==> src/rtl/mem_arbiter.sv <==
// Two-requester arbiter for a single-port memory: instruction fetch versus load/store.
// Load/store wins ties until it has been granted MAX_LS_STREAK times in a row while fetch waited.
module mem_arbiter #(
  parameter int ADDR_WIDTH    = 8,
  parameter int DATA_WIDTH    = 16,
  parameter int MEM_LATENCY   = 2,
  parameter int MAX_LS_STREAK = 2
) (
  input  logic                  clock,
  input  logic                  reset,
  input  logic                  if_req,
  input  logic [ADDR_WIDTH-1:0] if_addr,
  output logic                  if_ack,
  output logic [DATA_WIDTH-1:0] if_rdata,
  input  logic                  ls_req,
  input  logic                  ls_we,
  input  logic [ADDR_WIDTH-1:0] ls_addr,
  input  logic [DATA_WIDTH-1:0] ls_wdata,
  output logic                  ls_ack,
  output logic [DATA_WIDTH-1:0] ls_rdata,
  output logic                  mem_en,
  output logic                  mem_we,
  output logic [ADDR_WIDTH-1:0] mem_addr,
  output logic [DATA_WIDTH-1:0] mem_wdata,
  input  logic [DATA_WIDTH-1:0] mem_rdata,
  output logic                  busy,
  output logic                  owner
);

  if (MEM_LATENCY < 1 || MEM_LATENCY > 15) begin : g_bad_latency
    $error("mem_arbiter: MEM_LATENCY must be in 1..15");
  end
  if (MAX_LS_STREAK < 1 || MAX_LS_STREAK > 7) begin : g_bad_streak
    $error("mem_arbiter: MAX_LS_STREAK must be in 1..7");
  end

  localparam logic [3:0] LAT_INIT   = 4'(MEM_LATENCY - 1);
  localparam logic [2:0] STREAK_MAX = 3'(MAX_LS_STREAK);

  typedef enum logic [1:0] {
    IDLE   = 2'd0,
    ACCESS = 2'd1,
    DONE   = 2'd2
  } state_t;

  state_t                state, state_nxt;
  logic                  grant_if, grant_ls;
  logic [3:0]            lat_cnt;
  logic [2:0]            streak;
  logic [ADDR_WIDTH-1:0] addr_q;
  logic [DATA_WIDTH-1:0] wdata_q;
  logic                  we_q;
  logic                  owner_q;
  logic [DATA_WIDTH-1:0] if_rdata_q, ls_rdata_q;

  // NOTE: every signal driven here gets a default first so no path leaves it unassigned (no latch).
  always_comb begin
    state_nxt = state;
    grant_if  = 1'b0;
    grant_ls  = 1'b0;
    case (state)
      IDLE: begin
        if (ls_req && !(if_req && streak == STREAK_MAX)) begin
          grant_ls = 1'b1;
        end else if (if_req) begin
          grant_if = 1'b1;
        end
        if (grant_ls || grant_if) state_nxt = ACCESS;
      end
      ACCESS:  if (lat_cnt == 4'd0) state_nxt = DONE;
      DONE:    state_nxt = IDLE;
      default: state_nxt = IDLE;
    endcase
  end

  // NOTE: all state uses non-blocking assignments so every register sees pre-edge values.
  always_ff @(posedge clock or negedge reset) begin
    if (!reset) begin
      state      <= IDLE;
      lat_cnt    <= '0;
      streak     <= '0;
      addr_q     <= '0;
      wdata_q    <= '0;
      we_q       <= 1'b0;
      owner_q    <= 1'b0;
      if_rdata_q <= '0;
      ls_rdata_q <= '0;
    end else begin
      state <= state_nxt;
      if (grant_ls) begin
        addr_q  <= ls_addr;
        wdata_q <= ls_wdata;
        we_q    <= ls_we;
        owner_q <= 1'b1;
        lat_cnt <= LAT_INIT;
        // Streak only grows while fetch is actually waiting; an uncontested grant restarts it.
        if (!if_req)                 streak <= '0;
        else if (streak != STREAK_MAX) streak <= streak + 3'd1;
      end else if (grant_if) begin
        addr_q  <= if_addr;
        wdata_q <= '0;
        we_q    <= 1'b0;
        owner_q <= 1'b0;
        lat_cnt <= LAT_INIT;
        streak  <= '0;
      end
      if (state == ACCESS) begin
        if (lat_cnt == 4'd0) begin
          if (!owner_q)   if_rdata_q <= mem_rdata;
          else if (!we_q) ls_rdata_q <= mem_rdata;
        end else begin
          lat_cnt <= lat_cnt - 4'd1;
        end
      end
    end
  end

  // Enables decode from state alone, so an asynchronous reset removes them at once.
  assign mem_en    = (state == ACCESS);
  assign mem_we    = mem_en && we_q;
  assign mem_addr  = addr_q;
  assign mem_wdata = wdata_q;
  assign busy      = (state == ACCESS) || (state == DONE);
  assign owner     = owner_q;
  assign if_ack    = (state == DONE) && !owner_q;
  assign ls_ack    = (state == DONE) && owner_q;
  assign if_rdata  = if_rdata_q;
  assign ls_rdata  = ls_rdata_q;

endmodule

==> config.mk <==
export PLATFORM = sky130hd
export DESIGN_NAME = mem_arbiter
export DESIGN_NICKNAME = d
export VERILOG_FILES = /design/src/rtl/mem_arbiter.sv
export SDC_FILE = /design/constraint.sdc
export NUM_CORES = 1
export LEC_CHECK = 0
export BUFFER_PORTS_ARGS = -buffer_cell sky130_fd_sc_hd__buf_4
export CORE_ASPECT_RATIO = 1.2
export CORE_MARGIN = 3
export CORE_UTILIZATION = 52
export DETAILED_ROUTE_END_ITERATION = 16
export HOLD_SLACK_MARGIN = 0.05
export PLACE_DENSITY_LB_ADDON = 0.2
export SKIP_LAST_GASP = 1
export SYNTH_ARGS = -nofsm -noshare
export SYNTH_HDL_FRONTEND = slang
export SYNTH_SLANG_ARGS = --single-unit
export TNS_END_PERCENT = 30
==> constraint.sdc <==
create_clock -name clock -period 3.11 [get_ports clock]
set_input_delay 0.311 -clock clock [delete_from_list [all_inputs] [get_ports clock]]
set_output_delay 0.311 -clock clock [all_outputs]
set_load 0.02 [all_outputs]
==> metrics.yaml <==
clock_skew_ns: 0.0122
worst_ep_arrival_time_ns: 2.39
fin_area_sq_um: 3940
place_area_sq_um: 3740
max_slew.worst_pin.slew_ns: 0.822
postCtsSetupRepairBufs: 0
fp.coreArea_sq_um: 5110
io_pins: 115
gp_congestion: 0.718
nFillCells: 369
die_h_um: 87.2
synth.most_common_cell: "dfrtp_1"
critPathLaunchType: "register"
drc: 0
drtIter0Drc: 71
syn_avg_cell_area_sq_um: 13.5
clk_path_buf_depth: 2
maxSlewViolCount: 0
num_vias: 2158
drive_gt1_share_pct: 52.0
status: "finished, final reports clean"
cts_sinks: 67
start_util_pct: 55.9
synth_ff_type: "dfrtp_1"
grt_max_degree: 68
syn_to_final_growth_pct: 37.9
synthArstFlopShare_pct: 100
hp-class: "input pin to asynchronous set/reset pin"
grt_pass1_vias: 2218
crit_type: "register to register"
syn_area_sq_um: 2860
seq_area_frac_synth_pct: 58.6
relSlewSlack_pct: 45.2
p_total_w: 0.00455
cts_made_buffers: 9
peakVddDrop_v: 0.000607
diodes: 0
rsz0062_at_grt: "no"
yosysTopAreaCell: "dfrtp_1"
cp_data_required_time_ns: 3.32
drv_cap: 0
fin_util_pct: 77.1
synthDistinctLibCells: 37
fmax_ghz: 0.457
row_count: 28
wl_mm: 6.46
synthCells: 212
cts_resized: 0
antenna_found_initial: 0
fin_crit_sh_pct: 70.3
dr.pass1.iters: 4
ys_ff_latch: 67
grt_first_pass_wirelength_mm: 10.4
postCtsHoldBufs: 0
clock_latency_ns: 0.33
fin_cells: 391
dpl.cell_count: 375
dp_hpwl_mm: 4.61
cts_tree: "built"
syn_nets: 271
leakagePower_nw: 1.95
min_period_ns: 2.19
grt_overflow: 0
yosys_warnings: 0
die-area_sq_um: 6430
finalHoldViolCount: 0
clk_pin_slew_ns: 0.07
synth_commonest_cells: "dfrtp_1 (67), mux2_2 (23), a22o_1 (18)"
power_density_nw_per_um2: 1150
path_max_fanout: 16
synth_top_area_share_pct: 58.6
root_buffer: "clkbuf_8"
cts_max_level: 3
grt_usage_pct: 21.1
setup_viol: 0
via_per_inst: 5.52
wire_per_inst_um: 16.5
ant_nets: 0
port_buffers: 114
synth_edf_count: 0
setup_tns_ns: 0
synth_area_leaders: "dfrtp_1 (59%), mux2_2 (9.1%), a22o_1 (5.5%)"
nNetsFinal: 385
end_kind: "register"
fp.dieW_um: 73.7
[critical path, stage by stage (launching register included)]
cell	delay, ns
dfrtp_1	0.40
inv_1	0.09
ha_1	0.41
nand2_2	0.14
or4_4	0.66
mux2_4	0.35
[report_power, final]
| group | total, W | switching (W) | internal (W) |
|---|---|---|---|
| Sequential | 0.00158 | 0.000272 | 0.00131 |
| Clock | 0.000715 | 0.000324 | 0.000392 |
| Combinational | 0.00226 | 0.00118 | 0.00108 |
[cells by family after synthesis]
group           after synthesis  synth area share [%]
xor+xnor                      1                 0.306
mux                          36                  15.4
flops                        67                  58.6
simple gates                 27                  5.34
fa+ha+maj                     6                  2.63
buf+inv                      20                  3.72
compound gates               55                  14.0
[final timing paths]
kind	start	end	slack [ns]	depth (start not counted)
hold / removal	reset	ls_rdata[0]	0.07	1
max in group asynchronous	reset	mem_addr[2]	2.50	1
setup reg to reg	state[1]	ls_rdata[1]	0.92	5
hold reg to reg	mem_wdata[0]	mem_wdata[0]	0.51	1
min in group clock	ls_wdata[3]	mem_wdata[3]	0.19	2
setup / recovery	state[1]	ls_rdata[1]	0.92	5
[state kept, by name, summed over array words and instances, names as in the netlist]
| register | cells |
|---|---|
| owner | 1 |
| mem_wdata | 16 |
| mem_addr | 8 |
| lat_cnt | 4 |
| state | 2 |
| we_q | 1 |
| streak | 3 |
| ls_rdata | 16 |
| if_rdata | 16 |
[cell type report]
| type | count | area, sq um | area share (%) |
|---|---|---|---|
| Clock buffer | 10 | 138 | 3.49 |
| Clock inverter | 6 | 65.1 | 1.65 |
| Inverter | 6 | 22.5 | 0.571 |
| Multi-Input combinational cell | 125 | 1090 | 27.6 |
| Sequential cell | 67 | 1680 | 42.5 |
| Tap cell | 60 | 75.1 | 1.90 |
| Timing Repair Buffer | 117 | 878 | 22.3 |
[stage by stage]
| step | hold WS (ns) | worst slack, ns |
|---|---|---|
| finish | 0.0745 | 0.923 |
| global route | 0.130 | 0.835 |
| CTS | 0.101 | 0.924 |
| detailed placement | 0.461 | 0.935 |
| global placement | 0.456 | 1.05 |
| floorplan | 0.0154 | 1.11 |
[placed cells by master, fill, tap and decap left out, types with 2 or more instances in the layout]
master / instances
a21oi_1: 12
a22o_1: 18
a32o_1: 2
a41oi_1: 8
and2_1: 2
buf_4: 117
clkbuf_8: 10
clkinv_2: 2
clkinv_4: 2
dfrtp_1: 67
ha_1: 6
inv_1: 6
mux2_2: 23
mux2_4: 10
mux2i_1: 3
nand2_1: 3
nor2_1: 11
nor3b_1: 2
o21ai_0: 8
[layer usage]
metal | global-route usage [%] | vias up | wire length [um]
met3 | 5.43 | 8 | 521
met4 | 8.73 | 0 | 70
met5 | 0 | - | 0
li1 | - | 1000 | -
met1 | 27.1 | 1057 | 2640
met2 | 33.7 | 93 | 3220
Power figures use the tool's default switching activity.
